$ cat src/rtl/cic_pkg.sv
// Shared constants and types for the CIC decimator back end (decimator + comb cascade).
package cic_pkg;

   localparam int unsigned DEF_IW = 19;
   localparam int unsigned DEF_OW = 19;
   localparam int unsigned DEF_R  = 16;
   localparam int unsigned DEF_M  = 1;
   localparam int unsigned DEF_N  = 1;

   localparam int unsigned CNT_W = $clog2(DEF_R);

   typedef logic signed [DEF_OW-1:0] sample_t;

   // Counter width for an arbitrary ratio; never narrower than one bit.
   function automatic int unsigned cnt_width(input int unsigned r);
      return (r < 2) ? 1 : $clog2(r);
   endfunction

endpackage

$ cat src/rtl/cic_comb_stage.sv
// One CIC comb: y[n] = x[n] - x[n-N], evaluated only on input strobes, wrapping arithmetic.
module cic_comb_stage
   import cic_pkg::*;
#(
   parameter int unsigned W = DEF_OW,
   parameter int unsigned N = DEF_N
) (
   input  logic                clk,
   input  logic                rst_n,
   input  logic signed [W-1:0] x_data,
   input  logic                x_ready,
   output logic signed [W-1:0] y_data,
   output logic                y_ready
);

   logic signed [W-1:0] dly [N];

   // Delay line and difference advance together, only when a decimated sample arrives.
   always_ff @(posedge clk or negedge rst_n) begin
      if (!rst_n) begin
         y_data  <= '0;
         y_ready <= 1'b0;
         for (int i = 0; i < int'(N); i++) begin
            dly[i] <= '0;
         end
      end else begin
         y_ready <= x_ready;
         if (x_ready) begin
            y_data <= x_data - dly[N-1];
            dly[0] <= x_data;
            for (int i = 1; i < int'(N); i++) begin
               dly[i] <= dly[i-1];
            end
         end
      end
   end

endmodule

$ cat src/rtl/cic_decim_comb.sv
// Integrator-less CIC back end: keep every R-th valid sample, then M cascaded combs.
module cic_decim_comb
   import cic_pkg::*;
#(
   parameter int unsigned IW = DEF_IW,
   parameter int unsigned OW = DEF_OW,
   parameter int unsigned R  = DEF_R,
   parameter int unsigned M  = DEF_M,
   parameter int unsigned N  = DEF_N
) (
   input  logic                 i_clk,
   input  logic                 i_reset,
   input  logic signed [IW-1:0] i_data,
   input  logic                 i_ready,
   output logic signed [OW-1:0] o_data,
   output logic                 o_ready
);

   localparam int unsigned CW = cnt_width(R);

   logic [CW-1:0]        cnt;
   logic signed [OW-1:0] x_ext;
   logic signed [OW-1:0] dec_data;
   logic                 dec_ready;

   logic signed [OW-1:0] st_data  [M+1];
   logic                 st_ready [M+1];

   assign x_ext = OW'(i_data);

   // Counts valid samples only; the R-th of each group is captured.
   always_ff @(posedge i_clk or negedge i_reset) begin
      if (!i_reset) begin
         cnt       <= '0;
         dec_data  <= '0;
         dec_ready <= 1'b0;
      end else begin
         dec_ready <= 1'b0;
         if (i_ready) begin
            if (cnt == CW'(R - 1)) begin
               cnt       <= '0;
               dec_data  <= x_ext;
               dec_ready <= 1'b1;
            end else begin
               cnt <= cnt + CW'(1);
            end
         end
      end
   end

   assign st_data[0]  = dec_data;
   assign st_ready[0] = dec_ready;

   genvar g;
   generate
      for (g = 0; g < int'(M); g++) begin : g_comb
         cic_comb_stage #(
            .W (OW),
            .N (N)
         ) u_stage (
            .clk     (i_clk),
            .rst_n   (i_reset),
            .x_data  (st_data[g]),
            .x_ready (st_ready[g]),
            .y_data  (st_data[g+1]),
            .y_ready (st_ready[g+1])
         );
      end
   endgenerate

   // Output register: o_data holds between strobes.
   always_ff @(posedge i_clk or negedge i_reset) begin
      if (!i_reset) begin
         o_data  <= '0;
         o_ready <= 1'b0;
      end else begin
         o_ready <= st_ready[M];
         if (st_ready[M]) begin
            o_data <= st_data[M];
         end
      end
   end

endmodule

$ cat config.mk
export PLATFORM = sky130hd
export DESIGN_NAME = cic_decim_comb
export DESIGN_NICKNAME = d
export VERILOG_FILES = /design/src/rtl/cic_pkg.sv /design/src/rtl/cic_comb_stage.sv /design/src/rtl/cic_decim_comb.sv
export SDC_FILE = /design/constraint.sdc
export NUM_CORES = 1
export LEC_CHECK = 0
export BUFFER_PORTS_ARGS = -buffer_cell sky130_fd_sc_hd__buf_2
export CORE_ASPECT_RATIO = 0.7
export CORE_MARGIN = 2
export CORE_UTILIZATION = 63
export CTS_CLUSTER_DIAMETER = 150
export DETAILED_ROUTE_END_ITERATION = 16
export MAX_ROUTING_LAYER = met4
export PLACE_DENSITY = 0.93
export SYNTH_ARGS = -nofsm -noshare
export SYNTH_HDL_FRONTEND = slang
export SYNTH_SLANG_ARGS = --single-unit
$ cat constraint.sdc
create_clock -name i_clk -period 5.2 [get_ports i_clk]
set_input_delay 1.04 -clock i_clk [delete_from_list [all_inputs] [get_ports i_clk]]
set_output_delay 1.04 -clock i_clk [all_outputs]
set_load 0.02 [all_outputs]
# Word level (Yosys, flattened, before mapping)
# Index checks and enable logic that the tools add are counted.
# op_classes
add_sub_neg	2
eq_ne	1
muxes	3
reduce_logical	1
# ops
cell	count
19-bit subtractor	1
4-bit by 1-bit adder with 4-bit output (second input constant)	1
4-bit == test (second input constant)	1
4-bit two-way mux	1
1-bit two-way mux	2
2-bit AND reduction	1
# totals
ff_bits	83
output_inout_bits	20
wordCells	15

# Depth between registers and ports, before layout
# Gate-level depths: netlist (run 1).
# depth
depth_word	3
depth_mapped	10

# Modules after synthesis
# A second synthesis (run 1) with hierarchy kept.
# unflattened
hier_cells	352
hier_area_um2	4065.1
# modules_own_cells
module	instances	cells_each	area_each_um2	seq_area_each_um2
cic_comb_stage	1	251	2336.0	975.9
cic_decim_comb	1	101	1729.2	1101.1

# Least setup slack after synthesis (run 1)
# No wires, ideal clock.
# synth_path
path_type	register to register
from	register dec_data[0]
to	register g_comb[0].u_stage.y_data[10]
arrival_ns	2.133
t_required_ns	5.075
slack_ns	2.943
stages_incl_launch_ff	11
n_path_buf	0
period_less_slack_ns	2.257
cell_sequence	dfrtp_1 inv_1 ha_1 inv_1 fa_1 a211oi_2 o211ai_2 a31o_1 a21oi_1 xnor2_1 mux2_2
# synth_via
elab_chain_cells	1
# synth_lines
item	line_no	source
start, declared	cic_decim_comb.sv:23	logic signed [OW-1:0] dec_data;
start signal, assigned	cic_decim_comb.sv:42	dec_data <= x_ext;
19-bit subtractor	cic_comb_stage.sv:29	y_data <= x_data - dly[N-1];
end signal, assigned	cic_comb_stage.sv:29	
end, declared	cic_comb_stage.sv:12	output logic signed [W-1:0] y_data,
# No other way between the ends.
# A chain may end at the register's enable or synchronous reset.

# Final worst setup path (run 1)
# Same ends and word-level chain as after synthesis.

==> results of run 1 <==
==> per-stage QoR <==
| stage | hold slack, ps | std cells | setup WS [ps] |
|---|---|---|---|
| after CTS | 494 | 518 | 2680 |
| final | 493 | 518 | 2680 |
| after floorplan | 352 | 397 | 2940 |
| after detailed placement | 473 | 502 | 2410 |
| after global routing | 515 | 518 | 2490 |
| after global placement | 466 | 502 | 2510 |
==> cells in the final DEF, fill, tap and decap left out, types with 10 or more instances in the layout <==
cell and instances:
sky130_fd_sc_hd__dfrtp_1 83, sky130_fd_sc_hd__a21oi_1 21, sky130_fd_sc_hd__mux2_2 31, sky130_fd_sc_hd__nor2_1 11, sky130_fd_sc_hd__inv_1 25, sky130_fd_sc_hd__buf_2 40
sky130_fd_sc_hd__xnor2_1 10, sky130_fd_sc_hd__o21ai_0 26, sky130_fd_sc_hd__ha_1 19, sky130_fd_sc_hd__clkbuf_8 11, sky130_fd_sc_hd__nand2_1 88
==> critical path, cell delays in order (launching register included) <==
cell	delay, ps
sky130_fd_sc_hd__dfrtp_1	390
sky130_fd_sc_hd__inv_1	70
sky130_fd_sc_hd__ha_1	180
sky130_fd_sc_hd__inv_1	60
sky130_fd_sc_hd__fa_1	440
sky130_fd_sc_hd__a211oi_2	290
sky130_fd_sc_hd__o211ai_2	170
sky130_fd_sc_hd__a31o_1	250
sky130_fd_sc_hd__a21oi_1	170
sky130_fd_sc_hd__xnor2_1	110
sky130_fd_sc_hd__mux2_2	270
==> worst max path at each step <==
stage | startpoint | end | slack (ps) | cells after the start
global route | dec_data[0] | g_comb[0].u_stage.y_data[10] | 2490 | 10
finish | dec_data[0] | g_comb[0].u_stage.y_data[10] | 2680 | 10
detailed placement | i_ready | dec_data[0] | 2410 | 4
CTS | dec_data[0] | g_comb[0].u_stage.y_data[10] | 2680 | 10
floorplan | dec_data[0] | g_comb[0].u_stage.y_data[10] | 2940 | 10
global placement | i_ready | dec_data[0] | 2510 | 4
==> flip-flops by register name, indices dropped and copies added (netlist names) <==
name and count:
g_comb.u_stage.y_ready 1, g_comb.u_stage.dly 19, cnt 4, o_ready 1
dec_data 19, o_data 19, dec_ready 1, g_comb.u_stage.y_data 19
==> cell usage after synthesis <==
cell type,n,area share (%)
sky130_fd_sc_hd__nor3_1,3,0.37
sky130_fd_sc_hd__and3_1,1,0.15
sky130_fd_sc_hd__o21ai_0,26,3.2
sky130_fd_sc_hd__o21bai_1,4,0.74
sky130_fd_sc_hd__nor4_1,2,0.31
sky130_fd_sc_hd__o2111ai_1,1,0.22
sky130_fd_sc_hd__nand2b_1,5,0.77
sky130_fd_sc_hd__xor2_1,4,0.87
sky130_fd_sc_hd__a2111oi_4,1,0.68
sky130_fd_sc_hd__xnor2_1,10,2.2
sky130_fd_sc_hd__inv_1,25,2.3
sky130_fd_sc_hd__o31ai_1,2,0.37
sky130_fd_sc_hd__nor2_1,11,1.0
sky130_fd_sc_hd__nor2b_1,2,0.31
sky130_fd_sc_hd__a31o_1,2,0.43
sky130_fd_sc_hd__a211oi_1,2,0.37
sky130_fd_sc_hd__o211ai_2,2,0.62
sky130_fd_sc_hd__o2bb2ai_1,1,0.22
sky130_fd_sc_hd__mux2_4,1,0.37
sky130_fd_sc_hd__a211oi_2,1,0.31
sky130_fd_sc_hd__dfrtp_1,83,51
sky130_fd_sc_hd__a21oi_1,21,2.6
sky130_fd_sc_hd__nand2_1,88,8.2
sky130_fd_sc_hd__o21ai_1,6,0.74
sky130_fd_sc_hd__nand4_1,6,0.93
sky130_fd_sc_hd__o31ai_2,1,0.31
sky130_fd_sc_hd__clkbuf_2,1,0.12
sky130_fd_sc_hd__nand3_1,3,0.37
sky130_fd_sc_hd__mux2i_1,1,0.25
sky130_fd_sc_hd__clkbuf_1,11,1.0
sky130_fd_sc_hd__or2_1,1,0.15
sky130_fd_sc_hd__ha_1,19,5.9
sky130_fd_sc_hd__o21a_1,4,0.74
sky130_fd_sc_hd__o211ai_1,4,0.74
sky130_fd_sc_hd__mux2_2,31,8.6
sky130_fd_sc_hd__o311ai_1,1,0.22
sky130_fd_sc_hd__or4_1,1,0.19
sky130_fd_sc_hd__a21o_1,2,0.37
sky130_fd_sc_hd__fa_1,1,0.50
sky130_fd_sc_hd__a31oi_1,1,0.15
sky130_fd_sc_hd__a21oi_2,1,0.22
sky130_fd_sc_hd__o31a_1,1,0.22
sky130_fd_sc_hd__buf_1,3,0.28
==> per-layer routing <==
layer  wire [um]  global-route usage, %
met4         157                   9.74
met1        3950                   36.7
met2        3290                   36.2
met3         334                   5.63
met5           0                      -
==> cells by family after synthesis <==
kind of cell,Yosys count,synth area share [%]
and+or+nand+nor,123,12.7
AOI/OAI and AO/OA,84,13.5
DFF,83,51.4
buffers and inverters,40,3.74
muxes,33,9.25
adders and majority gates,20,6.37
xor gates and xnor gates,14,3.03
==> area by class of cell <==
type,count,area share (%)
Tap cell,78,2.17
Timing Repair Buffer,42,4.78
Clock buffer,13,3.53
Sequential cell,83,46.1
Inverter,25,2.08
Clock inverter,3,1.03
Multi-Input combinational cell,274,40.3
==> results.py, run 1 <==
metrics = {
    "placed_design": {
        "post-dp-hpwl_mm": 5.62,
        "dpl-instance-area_um2": 4300,
        "gp_routability_congestion": 0.891,
        "port_buffers": 41,
    },
    "floorplan": {
        "floorplan.rows": 24,
        "floorplan.initialDensity_pct": 65.1,
        "dieWidth_um": 99.8,
        "die_area_um2": 7090,
        "core_area_um2": 6220,
        "dieHeight_um": 71.0,
        "io_pins": 42,
    },
    "min_path": {
        "worst_hold_path.endpoint": "g_comb[0].u_stage.y_data[3]",
        "hp-start": "g_comb[0].u_stage.y_data[3]",
        "timing.hold.worst_path_depth": 1,
        "worstHoldPathType": "flip-flop to flip-flop",
    },
    "clock_network": {
        "cts-htree-levels": 3,
        "cts-buffers-inserted": 9,
        "clkTransAtPathRegs_ps": 80,
        "postCtsSetupBuffers": 0,
        "cts.sinks": 83,
        "number_of_gates_resized_after_cts": 0,
        "clock_path_buffers": 2,
        "cts_hold_buffers": 0,
        "tritoncts": "yes",
        "clk_latency_ps": 350,
        "ctsRootBufferMaster": "sky130_fd_sc_hd__clkbuf_8",
    },
    "detailed_routing": {
        "viasPerCell": 5.59,
        "residual_antenna_violating_net_count_after_detailed_routing": 0,
        "drc": 0,
        "via_count": 2897,
        "drt_pre_antenna_iters": 4,
        "detail_route.iter0.violations": 166,
        "detail_route.wl_per_cell_um": 14.9,
        "route.final.wire_length_mm": 7.73,
    },
    "timing": {
        "worst_slew_pin_slew_ps": 1220,
        "unrepaired_setup_endpoints_after_global_routing": "no",
        "timing.fmax_mhz": 397,
        "min_period_over_period_pct": 48.4,
        "finalSetupViolCount": 0,
        "timing.final.max_slew_violations": 0,
        "timing.final.crit_period_ps": 2520,
        "clock_skew_ps": 9.47,
        "timing.max_slew.rel_slack_pct": 19.0,
        "hold_violations": 0,
        "final.setup.tns_ps": 0,
    },
    "synth": {
        "synth-warning-count": 0,
        "syn_avg_cell_area_um2": 10.2,
        "ff_latch_count_synth": 83,
        "synth.yosys.seq_area_share_pct": 51.4,
        "netlist_instances": 397,
        "synth.net_count": 439,
        "syn-cell-area_um2": 4040,
        "ys_types": 43,
    },
    "worst_setup_path": {
        "cp_data_arrival_time_ps": 2760,
        "setup.reg_to_reg.worst_slack_ps": 2680,
        "rr_startpoint": "dec_data[0]",
        "r2r-end": "g_comb[0].u_stage.y_data[10]",
        "largest_fanout_on_the_critical_path": 4,
        "worst-r2r-cell-count": 10,
        "critPathRequiredTime_ps": 5440,
        "crit_path_end_kind": "flip-flop",
        "critPathKind": "flip-flop to flip-flop",
        "worstSetupStartpointType": "flip-flop",
    },
    "global_route": {
        "grt_pass1_wl_mm": 13.6,
        "grt_start_max_net_pins": 84,
        "initial_antenna_violation_count": 0,
        "track_usage_pct": 25.6,
        "gr-total-overflow": 0,
        "grt_pass1_vias": 2893,
    },
    "cells_and_area": {
        "filler_cell_count": 478,
        "fin_util_pct": 72.5,
        "finalNetCount": 477,
        "post-route-cell-area_um2": 4500,
        "area_growth_pct": 11.4,
        "combined_area_of_the_multi_input_logic_cells_um2": 1820,
        "num_antenna_cells": 0,
        "drive_gt1_share_pct": 21.4,
        "regArea_um2": 2080,
    },
    "outcome": {
        "status": "completed",
    },
    "job": {
        "cap_violations": 0,
    },
}
Power of run 1 is not shown: default switching activity piles up to over one toggle a cycle in this logic, so the estimate is an artifact.
==> inputs of run 2 (changes only) <==
--- a/config.mk
+++ b/config.mk
@@ -5,14 +5,15 @@
 export SDC_FILE = /design/constraint.sdc
 export NUM_CORES = 1
 export LEC_CHECK = 0
+export ABC_AREA = 1
 export BUFFER_PORTS_ARGS = -buffer_cell sky130_fd_sc_hd__buf_2
 export CORE_ASPECT_RATIO = 0.7
 export CORE_MARGIN = 2
-export CORE_UTILIZATION = 63
+export CORE_UTILIZATION = 59
 export CTS_CLUSTER_DIAMETER = 150
 export DETAILED_ROUTE_END_ITERATION = 16
 export MAX_ROUTING_LAYER = met4
-export PLACE_DENSITY = 0.93
+export PLACE_DENSITY = 0.88
 export SYNTH_ARGS = -nofsm -noshare
 export SYNTH_HDL_FRONTEND = slang
 export SYNTH_SLANG_ARGS = --single-unit
==> constraint.sdc (replaced) <==
create_clock -name i_clk -period 2.4 [get_ports i_clk]
set_input_delay 0.48 -clock i_clk [delete_from_list [all_inputs] [get_ports i_clk]]
set_output_delay 0.48 -clock i_clk [all_outputs]
set_load 0.02 [all_outputs]
==> results.py, run 2 <==
metrics = {
    "clock_network": {
        "cts.sinks": 83,
        "clock_path_buffers": 2,
        "clk_latency_ps": 360,
        "postCtsSetupBuffers": 0,
        "tritoncts": "yes",
        "ctsRootBufferMaster": "sky130_fd_sc_hd__clkbuf_8",
        "cts-buffers-inserted": 9,
        "clkTransAtPathRegs_ps": 90,
        "cts_hold_buffers": 0,
        "number_of_gates_resized_after_cts": 0,
        "cts-htree-levels": 3,
    },
    "timing": {
        "final.setup.tns_ps": 0,
        "unrepaired_setup_endpoints_after_global_routing": "no",
        "min_period_over_period_pct": 83.1,
        "clock_skew_ps": 10.9,
        "worst_slew_pin_slew_ps": 801,
        "whs_ps": 89.3,
        "timing.final.max_slew_violations": 0,
        "finalSetupViolCount": 0,
        "timing.fmax_mhz": 502,
        "hold_violations": 0,
        "timing.final.crit_period_ps": 1990,
        "timing.max_slew.rel_slack_pct": 46.6,
    },
    "placed_design": {
        "post-dp-hpwl_mm": 6.06,
        "gp_routability_congestion": 0.946,
        "dpl-instance-area_um2": 4440,
        "port_buffers": 41,
    },
    "floorplan": {
        "floorplan.rows": 25,
        "floorplan.initialDensity_pct": 61.1,
        "io_pins": 42,
        "dieHeight_um": 74.2,
        "core_area_um2": 6790,
        "die_area_um2": 7730,
        "dieWidth_um": 104,
    },
    "detailed_routing": {
        "drc": 0,
        "drt_pre_antenna_iters": 5,
        "detail_route.wl_per_cell_um": 13.0,
        "route.final.wire_length_mm": 8.12,
        "viasPerCell": 5.09,
        "via_count": 3188,
        "detail_route.iter0.violations": 189,
        "residual_antenna_violating_net_count_after_detailed_routing": 0,
    },
    "cells_and_area": {
        "drive_gt1_share_pct": 17.3,
        "post-route-cell-area_um2": 4650,
        "filler_cell_count": 561,
        "layout.cells.most_common": "sky130_fd_sc_hd__nand2_1",
        "area_growth_pct": 12.1,
        "finalNetCount": 569,
        "num_antenna_cells": 0,
        "final_cell_mix": "sky130_fd_sc_hd__nand2_1 (178), sky130_fd_sc_hd__dfrtp_1 (83), sky130_fd_sc_hd__inv_1 (49)",
    },
    "synth": {
        "netlist_instances": 485,
        "syn-cell-area_um2": 4150,
        "yosys-top-cells-count": "sky130_fd_sc_hd__nand2_1 (178), sky130_fd_sc_hd__dfrtp_1 (83), sky130_fd_sc_hd__inv_1 (49), sky130_fd_sc_hd__o21ai_0 (31), sky130_fd_sc_hd__nand3_1 (22)",
        "yosys-top-cells-area": "sky130_fd_sc_hd__dfrtp_1 (50%), sky130_fd_sc_hd__nand2_1 (16%), sky130_fd_sc_hd__ha_1 (5.7%)",
        "share_of_yosys_cell_area_claimed_by_the_top_area_cell_type_pct": 50.1,
        "most_numerous_cell_in_the_yosys_netlist": "sky130_fd_sc_hd__nand2_1",
        "synth_enable_flop_cells": 0,
        "synth-warning-count": 0,
        "synth.yosys.seq_area_share_pct": 50.1,
        "syn_avg_cell_area_um2": 8.55,
        "ff_latch_count_synth": 83,
        "async_flop_share_pct": 100,
        "synth.net_count": 527,
        "synthFlopType": "sky130_fd_sc_hd__dfrtp_1",
        "post-synth-top-area-cell": "sky130_fd_sc_hd__dfrtp_1",
        "ys_types": 28,
    },
    "worst_setup_path": {
        "crit_path_frequent_cell": "sky130_fd_sc_hd__nand2_1",
        "rr_startpoint": "dec_data[0]",
        "crit_slowest_cell": "sky130_fd_sc_hd__fa_1",
        "setup.reg_to_reg.worst_slack_ps": 410,
        "critPathKind": "flip-flop to flip-flop",
        "timing.critical_path.buf_inv": 2,
        "critPathMaxStageDelay_ps": 440,
        "worst-r2r-cell-count": 12,
        "largest_fanout_on_the_critical_path": 4,
        "worstSetupStartpointType": "flip-flop",
        "critical_path.cell_chain": "inv_1, ha_1, inv_1, fa_1, nand3_1, nand3_2, nand2_1, nand2_1, nand2_1, nand3b_1, nand3_1, nand2_1",
        "critical-path-top-delay-family": "simple AND/OR/NAND/NOR gates",
        "cp_data_arrival_time_ps": 2260,
        "critPathRequiredTime_ps": 2660,
        "crit_path_end_kind": "flip-flop",
        "r2r-end": "g_comb[0].u_stage.y_data[12]",
    },
    "global_route": {
        "gr-total-overflow": 0,
        "track_usage_pct": 24.7,
        "grt_pass1_wl_mm": 14.5,
        "initial_antenna_violation_count": 0,
        "grt_start_max_net_pins": 48,
        "grt_pass1_vias": 3095,
    },
    "min_path": {
        "worstHoldPathType": "input pin to asynchronous set/reset pin",
    },
    "outcome": {
        "status": "completed",
    },
    "job": {
        "cap_violations": 0,
    },
}
==> run 2: layout make-up <==
type / instances / area [um^2] / share of cell area [%]
tap: 94 / 118 / 2.53
clock buffer: 9 / 124 / 2.66
clock inverter: 7 / 82.6 / 1.78
multi-input combinational: 337 / 1810 / 38.9
inverter: 52 / 195 / 4.20
sequential: 83 / 2080 / 44.7
timing repair buffer: 44 / 243 / 5.22
==> run 2: how the worst max path moves through the flow <==
stage,start,end,slack [ps],cells past startpoint
3_5_place_dp,dec_data[0],g_comb[0].u_stage.y_data[12],510,12
5_1_grt,dec_data[0],g_comb[0].u_stage.y_data[16],260,12
2_1_floorplan,dec_data[0],g_comb[0].u_stage.y_data[16],690,12
3_3_place_gp,dec_data[0],g_comb[0].u_stage.y_data[12],610,12
6_report,dec_data[0],g_comb[0].u_stage.y_data[12],410,12
4_1_cts,dec_data[0],g_comb[0].u_stage.y_data[12],450,12
==> run 2: layer usage <==
layer / track usage [%] / up-vias / part of all wire, %
met5: - / - / 0
met4: 7.66 / 0 / 0.94
met3: 5.26 / 7 / 6.1
met2: 37.5 / 99 / 43
met1: 34.0 / 1464 / 50
li1: - / 1618 / -
==> run 2: worst register-to-register path: cells and delay by family, from the launching register on <==
family        cells  cell delay, ps
simple gates      8             740
buf+inv           2             180
fa+ha+maj         2             610
flops             1             370
==> run 2: stage by stage <==
step / utilization (%) / setup slack [ps] / cells
global route: 68.5 / 259 / 626
global placement: 65.5 / 614 / 610
CTS: 68.5 / 448 / 626
finish: 68.5 / 406 / 626
detailed placement: 65.5 / 512 / 610
floorplan: - / 690 / 485
==> run 2: kinds of logic (layout without fill, tap and decap cells) <==
group,Yosys count,count (layout),synth area share [%]
buffers and inverters,65,112,6.27
AO/OA/AOI/OAI,55,55,6.82
flip-flops,83,83,50.1
adder cells (fa/ha/maj),20,20,6.21
XOR/XNOR,10,10,2.11
AND/OR/NAND/NOR,235,235,23.9
multiplexers,17,17,4.62
Power of run 2 is left out for the same reason.
